`config.mk`:
```
export PLATFORM = sky130hd
export DESIGN_NAME = uart_tx_arb
export DESIGN_NICKNAME = d
export VERILOG_FILES = /design/src/rtl/uart_tx_arb.sv
export SDC_FILE = /design/constraint.sdc
export NUM_CORES = 1
export LEC_CHECK = 0
export CORE_ASPECT_RATIO = 1.25
export CORE_MARGIN = 5
export CORE_UTILIZATION = 35
export CTS_CLUSTER_DIAMETER = 120
export DETAILED_ROUTE_END_ITERATION = 8
export REMOVE_ABC_BUFFERS = 1
export SLEW_MARGIN = 20
export SYNTH_ARGS = -nofsm -noshare
export SYNTH_HDL_FRONTEND = slang
export SYNTH_SLANG_ARGS = --single-unit
```
`constraint.sdc`:
```
create_clock -name clk_i -period 2.65 [get_ports clk_i]
set_input_delay 0.53 -clock clk_i [delete_from_list [all_inputs] [get_ports clk_i]]
set_output_delay 0.53 -clock clk_i [all_outputs]
set_load 0.01 [all_outputs]
```
`src/rtl/uart_tx_arb.sv`:
```
// -----------------------------------------------------------------------------
// uart_tx_arb
//
// Purpose:
//   Two-requester arbiter sharing a single uart_tx byte channel. Requester 0 is
//   the ram_rw debug/readback path and requester 1 is the CPU console path.
//   A grant is held for a whole packet (up to and including the beat flagged
//   last), so multi-byte messages never interleave. Ties in IDLE go
//   round-robin. A one-deep output register feeds uart_tx and supports a
//   simultaneous drain and load, so bytes flow back-to-back without bubbles.
//   A lock whose owner goes quiet for LOCK_TIMEOUT cycles is released.
//
// Parameters:
//   LOCK_TIMEOUT  owner-idle cycles tolerated while locked (0 = never release)
//
// Ports:
//   clk_i          system clock
//   rst_i          synchronous, active-high reset
//   reqN_data_i    requester N byte
//   reqN_vld_i     requester N byte valid
//   reqN_last_i    requester N last byte of packet (qualified by vld)
//   reqN_rdy_o     requester N byte accepted this cycle when vld is high
//   tx_data_o      byte to uart_tx
//   tx_data_vld_o  tx_data_o valid
//   tx_data_rdy_i  uart_tx ready; a byte moves when vld && rdy
//   grant_o        one-hot current owner, 00 when idle
//   busy_o         owner locked or output register full
//
// Optional feature (define UART_TX_ARB_STAT_EN):
//   stat0_cnt_o    saturating count of bytes accepted from port 0
//   stat1_cnt_o    saturating count of bytes accepted from port 1
//   stat_timeout_o saturating count of forced timeout releases
// -----------------------------------------------------------------------------
module uart_tx_arb #(
  parameter int unsigned LOCK_TIMEOUT = 1024
) (
  input  logic        clk_i,
  input  logic        rst_i,
  input  logic [7:0]  req0_data_i,
  input  logic        req0_vld_i,
  input  logic        req0_last_i,
  output logic        req0_rdy_o,
  input  logic [7:0]  req1_data_i,
  input  logic        req1_vld_i,
  input  logic        req1_last_i,
  output logic        req1_rdy_o,
  output logic [7:0]  tx_data_o,
  output logic        tx_data_vld_o,
  input  logic        tx_data_rdy_i,
  output logic [1:0]  grant_o,
  output logic        busy_o
`ifdef UART_TX_ARB_STAT_EN
  ,
  output logic [15:0] stat0_cnt_o,
  output logic [15:0] stat1_cnt_o,
  output logic [7:0]  stat_timeout_o
`endif
);

  localparam int unsigned     CNT_W      = (LOCK_TIMEOUT > 0) ? $clog2(LOCK_TIMEOUT + 1) : 1;
  localparam logic [CNT_W-1:0] CNT_MAX   = CNT_W'(LOCK_TIMEOUT);
  localparam bit              TIMEOUT_EN = (LOCK_TIMEOUT != 0);

  typedef enum logic [1:0] {
    IDLE  = 2'd0,
    LOCK0 = 2'd1,
    LOCK1 = 2'd2
  } state_t;

  state_t           state_q, state_d;
  logic             last_grant_q, last_grant_d;  // port granted most recently
  logic [CNT_W-1:0] to_cnt_q;
  logic             out_vld_q;
  logic [7:0]       out_data_q;

  logic             out_free;
  logic             own_vld;
  logic             own_last;
  logic [7:0]       own_data;
  logic             accept0, accept1, accept;
  logic             timeout_hit;

  // The output register can take a new byte when empty or when its current
  // byte leaves this very cycle (drain and load together).
  assign out_free   = !out_vld_q || tx_data_rdy_i;
  assign req0_rdy_o = (state_q == LOCK0) && out_free;
  assign req1_rdy_o = (state_q == LOCK1) && out_free;
  assign accept0    = req0_vld_i && req0_rdy_o;
  assign accept1    = req1_vld_i && req1_rdy_o;
  assign accept     = accept0 || accept1;

  // Signals of whichever port currently owns the lock.
  // NOTE: every always_comb output gets a default first so no path leaves it
  // unassigned; otherwise synthesis infers a latch.
  always_comb begin
    own_vld  = 1'b0;
    own_last = 1'b0;
    own_data = req0_data_i;
    case (state_q)
      LOCK0: begin
        own_vld  = req0_vld_i;
        own_last = req0_last_i;
        own_data = req0_data_i;
      end
      LOCK1: begin
        own_vld  = req1_vld_i;
        own_last = req1_last_i;
        own_data = req1_data_i;
      end
      default: ;
    endcase
  end

  assign timeout_hit = TIMEOUT_EN && (state_q != IDLE) && (to_cnt_q == CNT_MAX);

  // Next-state logic. An accepted beat takes priority over a timeout: a
  // returning owner keeps its lock.
  always_comb begin
    state_d      = state_q;
    last_grant_d = last_grant_q;
    case (state_q)
      IDLE: begin
        if (req0_vld_i && req1_vld_i) begin
          state_d = last_grant_q ? LOCK0 : LOCK1;
        end else if (req0_vld_i) begin
          state_d = LOCK0;
        end else if (req1_vld_i) begin
          state_d = LOCK1;
        end
      end
      LOCK0, LOCK1: begin
        if ((accept && own_last) || (!accept && timeout_hit)) begin
          state_d      = IDLE;
          last_grant_d = (state_q == LOCK1);
        end
      end
      default: state_d = IDLE;
    endcase
  end

  // NOTE: sequential state is written with non-blocking assignments so every
  // register samples the pre-edge values, independent of statement order.
  always_ff @(posedge clk_i) begin
    if (rst_i) begin
      state_q      <= IDLE;
      last_grant_q <= 1'b1;
    end else begin
      state_q      <= state_d;
      last_grant_q <= last_grant_d;
    end
  end

  // Owner-idle counter: held at zero in IDLE so it starts clean on entering a
  // lock, cleared by any accepted beat, and saturating so it never wraps.
  always_ff @(posedge clk_i) begin
    if (rst_i) begin
      to_cnt_q <= '0;
    end else if (state_q == IDLE || accept) begin
      to_cnt_q <= '0;
    end else if (TIMEOUT_EN && !own_vld && to_cnt_q != CNT_MAX) begin
      to_cnt_q <= to_cnt_q + CNT_W'(1);
    end
  end

  // Output register toward uart_tx.
  // NOTE: the data byte is reset along with vld because its reset value is
  // visible on tx_data_o; pure storage that is never observed before being
  // written would not need a reset.
  always_ff @(posedge clk_i) begin
    if (rst_i) begin
      out_vld_q  <= 1'b0;
      out_data_q <= 8'h00;
    end else if (accept) begin
      out_vld_q  <= 1'b1;
      out_data_q <= own_data;
    end else if (tx_data_rdy_i) begin
      out_vld_q  <= 1'b0;
    end
  end

  assign tx_data_o     = out_data_q;
  assign tx_data_vld_o = out_vld_q;
  assign grant_o       = {state_q == LOCK1, state_q == LOCK0};
  assign busy_o        = (state_q != IDLE) || out_vld_q;

`ifdef UART_TX_ARB_STAT_EN
  logic timeout_rel;
  assign timeout_rel = !accept && timeout_hit;

  always_ff @(posedge clk_i) begin
    if (rst_i) begin
      stat0_cnt_o    <= 16'h0000;
      stat1_cnt_o    <= 16'h0000;
      stat_timeout_o <= 8'h00;
    end else begin
      if (accept0 && stat0_cnt_o != 16'hffff) stat0_cnt_o <= stat0_cnt_o + 16'd1;
      if (accept1 && stat1_cnt_o != 16'hffff) stat1_cnt_o <= stat1_cnt_o + 16'd1;
      if (timeout_rel && stat_timeout_o != 8'hff) stat_timeout_o <= stat_timeout_o + 8'd1;
    end
  end
`endif

endmodule

```
==> results.yml, run 1 <==
status:
  outcome: "finished, final reports clean"
worst_hold_path:
  hp-class: "reg -> reg"
  min_from: "tx_data_o[1]$_SDFFE_PP0P_"
setup_path:
  cp_max_fo: 3
  critPathLaunchType: "input pin"
  criticalPathCategory: "in -> out"
  end_kind: "output port"
  cp_data_arrival_time_ns: 1.77
  cp_slowest_stage_delay_ns: 0.53
  crit_slowest_cell: "clkdlybuf4s50_1"
  cp_top_family: "buffers and inverters"
  cp-startpoint: "tx_data_rdy_i"
  cp.required_ns: 2.12
  reg2reg_from: "state_q[0]$_SDFFE_PP0P_"
  crit_chain: "clkdlybuf4s50_1 > nand2b_1 > and2_1 > clkdlybuf4s50_1"
  worst-path-buf-inv: 2
  crit_top_cell: "clkdlybuf4s50_1"
die:
  die_area_mm2: 0.004953
  fp.dieW_um: 63.96
  core_mm2: 0.003513
  initial_utilization: 0.3625
  die_y_um: 77.45
  num_rows: 24
  pin_count: 37
drt:
  drc: 0
  drt_iter0_drc: 39
  vias: 1166
  via_per_inst: 5.324
  drt.antenna.violating_nets: 0
  routedWlPerCell_um: 14.49
  first_pass_iters: 4
  routed_wirelength_um: 3174
synthesis:
  syn_area_per_cell_um2: 8.845
  ys_seq_elements: 23
  synth_warnings: 0
  ys_types: 34
  synthesis.area_mm2: 0.001274
  synth.yosys.seq_area_share: 0.3615
  syn_inst: 144
grt:
  grt_pass1_wl_um: 5354
  grt_max_degree: 17
  grt_usage: 0.1310
  antenna_found_initial: 0
  grt-ovfl-total: 0
  first_global_vias: 1235
sta:
  min_period_over_period: 0.8677
  worstMarginPinSlew_ns: 0.4921
  maxSlewHeadroom: 0.6700
  fin_skew_ns: 0.001397
  max_freq_mhz: 434.9
  fin_crit_ns: 2.299
  finalSetupTns_ns: 0
  setup_viol_count_final: 0
  finalHoldViolations: 0
  slew_violations: 0
  rsz0062_at_grt: "no"
cells_and_area:
  postLayoutCoreUtil: 0.4893
  final_common_cell: "clkdlybuf4s50_1"
  final_nets: 209
  regArea_um2: 460.4
  final_cell_mix: "clkdlybuf4s50_1 (36), dfxtp_1 (23), nor2_1 (21), a211oi_1 (13), mux2i_1 (10)"
  fillCellCount: 352
  final_layout_size_suffix_gt1_frac: 0.06667
  n_antenna_cell: 0
  multiInputGateArea_um2: 740.7
  area_delta_synth_final_pct: 34.97
clock_tree:
  cts.sink_count: 23
  post_cts_buffers: 0
  cts_tree: "built"
  clk_latency_ns: 0.26
  clk_pin_slew_worst_paths_ns: 0.08
  holdBufCountCts: 0
  cts_made_buffers: 3
  cts_max_path_buffers: 2
  cts-root-buf: "clkbuf_8"
  cts_max_level: 1
  ctsResizeCount: 0
placed_design:
  hpwl_um: 2500
  gp_congestion: 0.7993
  io_buffers: 36
job:
  cap_violations: 0
pwr:
  p_leak_nw: 0.5745
  power_density_mw_per_mm2: 635.9
  vdd_drop_max_mv: 0.3913
-- logic make-up (layout without fill, tap and decap cells) --
family / after synthesis / in the layout / synth area share
AO/OA/AOI/OAI: 33 / 33 / 0.2122
AND/OR/NAND/NOR: 50 / 50 / 0.2004
multiplexers: 10 / 10 / 0.07859
flip-flops: 23 / 23 / 0.3615
buffers and inverters: 17 / 53 / 0.05697
adder cells (fa/ha/maj): 5 / 5 / 0.04912
XOR/XNOR: 6 / 6 / 0.04126
-- Yosys cell counts --
cell | number | share of area
a211o_1 | 4 | 0.028
a211oi_1 | 13 | 0.077
a21boi_0 | 1 | 0.0059
a21o_1 | 1 | 0.0059
a21oi_1 | 5 | 0.020
a22o_1 | 2 | 0.014
a22oi_1 | 1 | 0.0059
a31o_2 | 1 | 0.0069
a31oi_1 | 1 | 0.0049
a32oi_4 | 1 | 0.022
and2_1 | 3 | 0.015
and4bb_2 | 1 | 0.0098
buf_1 | 1 | 0.0029
buf_2 | 3 | 0.012
buf_4 | 1 | 0.0059
clkbuf_1 | 2 | 0.0059
clkbuf_2 | 1 | 0.0039
dfxtp_1 | 23 | 0.36
ha_1 | 5 | 0.049
inv_1 | 9 | 0.027
mux2i_1 | 10 | 0.079
nand2_1 | 6 | 0.018
nand2b_1 | 3 | 0.015
nand3_1 | 6 | 0.024
nand4_1 | 5 | 0.025
nand4b_1 | 1 | 0.0069
nor2_1 | 21 | 0.062
nor3_1 | 1 | 0.0039
nor3b_1 | 1 | 0.0059
nor4_2 | 1 | 0.0098
o221ai_1 | 2 | 0.014
o31ai_2 | 1 | 0.0098
or3b_1 | 1 | 0.0069
xnor2_1 | 6 | 0.041
-- stage by stage --
| step | setup WS, ns | instances | hold slack (ns) | instance area, um^2 | power, mW |
|---|---|---|---|---|---|
| 5_1_grt | 0.3078 | 219 | 0.5265 | 1719 | 1.176 |
| 2_1_floorplan | 0.5436 | 136 | 0.4676 | 1235 | 0.6801 |
| 4_1_cts | 0.3439 | 219 | 0.5039 | 1719 | 1.109 |
| 3_3_place_gp | 0.3251 | 215 | 0.4872 | 1674 | 0.8820 |
| 6_report | 0.3505 | 219 | 0.4989 | 1719 | 1.093 |
| 3_5_place_dp | 0.2879 | 215 | 0.4925 | 1674 | 0.8853 |
-- final timing paths --
kind / to / slack [ns] / depth (start not counted)
setup reg to reg: to_cnt_q[9]$_SDFFE_PP0P_ / 0.60 / 6
hold reg to reg: tx_data_o[1]$_SDFFE_PP0P_ / 0.50 / 2
setup / recovery: req0_rdy_o / 0.35 / 4
hold / removal: tx_data_o[1]$_SDFFE_PP0P_ / 0.50 / 2
-- registers in the layout (all words and copies together) (netlist names) --
signal         flops
tx_data_vld_o      1
to_cnt_q          11
tx_data_o          8
state_q            2
last_grant_q       1
-- worst reg2reg max path, delay by kind of cell (launching register included) --
kind | cells | cell delay (ns)
AOI/OAI and AO/OA | 4 | 1.28
buffers and inverters | 1 | 0.08
DFF | 1 | 0.37
adders and majority gates | 1 | 0.28
-- cell type report --
type                    count  share of cell area
multi-input cells         104              0.4309
flip-flops and latches     23              0.2678
repair buffers             40              0.2271
well taps                  39             0.02838
clock buffers               4             0.02620
inverters                   9             0.01965
-- per-layer routing --
metal  global-route usage  wire, um
met3              0.03902       197
met2               0.2254      1565
met4              0.05405        46
met5                    0         0
met1               0.1480      1364
-- power breakdown --
part           switching (mW)  internal (mW)  leakage, nW
Clock                   0.108          0.107       0.0228
Combinational           0.232          0.231        0.365
Sequential             0.0280          0.387        0.187
No activity file was read; power rests on OpenSTA's default activity.
==> run 2, diff against run 1 <==
--- a/config.mk
+++ b/config.mk
@@ -9,6 +9,7 @@
 export CORE_MARGIN = 5
 export CORE_UTILIZATION = 35
 export CTS_CLUSTER_DIAMETER = 120
+export CTS_CLUSTER_SIZE = 8
 export DETAILED_ROUTE_END_ITERATION = 8
 export REMOVE_ABC_BUFFERS = 1
 export SLEW_MARGIN = 20
==> constraint.sdc (replaced) <==
create_clock -name clk_i -period 2.41 [get_ports clk_i]
set_input_delay 0.482 -clock clk_i [delete_from_list [all_inputs] [get_ports clk_i]]
set_output_delay 0.482 -clock clk_i [all_outputs]
set_load 0.01 [all_outputs]
==> run 2 against run 1 <==
Compared with the run above: highest routed layer unchanged; first-iteration DRC count fell by 13%; core utilization rose by 0.25 points; non-clock buffer count rose by 1; flip-flop and latch count did not move; hold slack improved by 0.0050 ns; register-to-register slack got worse by 0.17 ns; clock skew rose by 0.00076 ns; clock-buffer cell count fell by 1; total power rose by 11%; combinational power rose by 11%; clock power rose by 11%.
==> results.yml, run 2 (synthesized netlist as in run 1, its figures left out) <==
cells_and_area:
  final_layout_size_suffix_gt1_frac: 0.07735
  final_nets: 210
  final_common_cell: "clkdlybuf4s50_1"
  regArea_um2: 460.4
  top_register: "to_cnt_q"
  fillCellCount: 345
  largest_reg_flops: 11
  final_cell_mix: "clkdlybuf4s50_1 (36), dfxtp_1 (23), nor2_1 (21), a211oi_1 (13), mux2i_1 (10)"
  area_delta_synth_final_pct: 35.66
  n_antenna_cell: 0
  fin_area_mm2: 0.001728
  multiInputGateArea_um2: 740.7
clock_tree:
  cts_tree: "built"
  cts_max_level: 1
  clk_latency_ns: 0.26
  ctsResizeCount: 0
  cts-root-buf: "clkbuf_8"
  cts_max_path_buffers: 2
  cts.sink_count: 23
  post_cts_buffers: 0
  holdBufCountCts: 0
  clk_pin_slew_worst_paths_ns: 0.08
  cts_made_buffers: 3
grt:
  first_global_vias: 1172
  grt-ovfl-total: 0
  grt_pass1_wl_um: 5119
  antenna_found_initial: 0
  grt_max_degree: 17
  grt_usage: 0.1232
drt:
  first_pass_iters: 4
  vias: 1182
  drc: 0
  drt_iter0_drc: 34
  routedWlPerCell_um: 13.92
  routed_wirelength_um: 3062
  drt.antenna.violating_nets: 0
  via_per_inst: 5.373
sta:
  rsz0062_at_grt: "no"
  finalHoldViolations: 0
  fin_ws_ns: 0.2167
  fin_skew_ns: 0.002158
  slew_violations: 0
  fin_hold_ws_ns: 0.5039
  maxSlewHeadroom: 0.6593
  setup_viol_count_final: 0
  min_period_over_period: 0.9101
  fin_crit_ns: 2.193
  worstMarginPinSlew_ns: 0.5079
  finalSetupTns_ns: 0
  max_freq_mhz: 455.9
status:
  outcome: "finished, final reports clean"
die:
  core_mm2: 0.003513
  num_rows: 24
  die_y_um: 77.45
  pin_count: 37
  initial_utilization: 0.3625
  fp.dieW_um: 63.96
  die_area_mm2: 0.004953
setup_path:
  worst-path-buf-inv: 2
  end_kind: "output port"
  cp_data_arrival_time_ns: 1.71
  crit_top_cell: "clkdlybuf4s50_1"
  cp_slowest_stage_delay_ns: 0.53
  cp.required_ns: 1.93
  critPathLaunchType: "input pin"
  cp_top_family: "buffers and inverters"
  crit_chain: "clkdlybuf4s50_1 > nand2b_1 > and2_1 > clkdlybuf4s50_1"
  cp_max_fo: 3
  criticalPathCategory: "in -> out"
  crit_slowest_cell: "clkdlybuf4s50_1"
placed_design:
  dp_slack_ns: 0.1962
  place_area_mm2: 0.001682
  io_buffers: 36
  hpwl_um: 2495
  gp_congestion: 0.8637
pwr:
  p_leak_nw: 0.5826
  p_clk_frac: 0.198
  power_frac_seq: 0.377
  p_int_mw: 0.7996
  pwr-share-comb: 0.425
  vdd_drop_max_mv: 0.4291
  swShare: 0.3386
  power_density_mw_per_mm2: 699.6
  switching_power_mw: 0.4093
worst_hold_path:
  hp-class: "reg -> reg"
job:
  cap_violations: 0
[run 2: cell types whose count changed in the layout (fill, tap and decap cells not counted)]
cell	change
clkbuf_1	-1
buf_4	+1
clkinv_2	+1
[run 2: final timing paths]
path / from / end / slack [ns] / cells after the start
min: tx_data_o[6]$_SDFFE_PP0P_ / tx_data_o[6]$_SDFFE_PP0P_ / 0.50 / 2
min reg2reg: tx_data_o[6]$_SDFFE_PP0P_ / tx_data_o[6]$_SDFFE_PP0P_ / 0.50 / 2
max reg2reg: state_q[0]$_SDFFE_PP0P_ / to_cnt_q[1]$_SDFFE_PP0P_ / 0.43 / 7
max: tx_data_rdy_i / req1_rdy_o / 0.22 / 4
[run 2: worst reg2reg max path: stages (launching register included)]
cell and delay [ns]:
dfxtp_1 0.37, inv_1 0.08, ha_1 0.29, a22o_1 0.32, buf_4 0.19, a32oi_4 0.30
mux2i_1 0.25, nor2_1 0.05
[run 2: through the flow]
| step | instances | util | power, mW |
|---|---|---|---|
| 6_report | 220 | 0.4918 | 1.209 |
| 5_1_grt | 220 | 0.4918 | 1.293 |
| 4_1_cts | 220 | 0.4918 | 1.223 |
| 3_5_place_dp | 216 | 0.4786 | 0.9821 |
| 3_3_place_gp | 216 | 0.4786 | 0.9728 |
| 2_1_floorplan | 136 | - | 0.7478 |
[run 2: layout make-up]
type,count,area share
well taps,39,0.02824
multi-input cells,104,0.4287
clock inverters,1,0.002896
clock buffers,3,0.02390
flip-flops and latches,23,0.2665
inverters,9,0.01955
repair buffers,41,0.2303
[run 2: power by group through the flow]
| stage | combinational, mW | sequential (mW) | clock [mW] |
|---|---|---|---|
| after floorplan | 0.273 | 0.475 | 0 |
| after global placement | 0.512 | 0.461 | 0 |
| after detailed placement | 0.517 | 0.465 | 0 |
| after CTS | 0.521 | 0.457 | 0.246 |
| after global routing | 0.568 | 0.464 | 0.261 |
| final | 0.514 | 0.456 | 0.239 |
[run 2: metal layers]
metal,share of wire,GRT usage
met4,0.0072,0.04366
met2,0.48,0.2153
met3,0.068,0.03902
met1,0.44,0.1381
met5,0,0
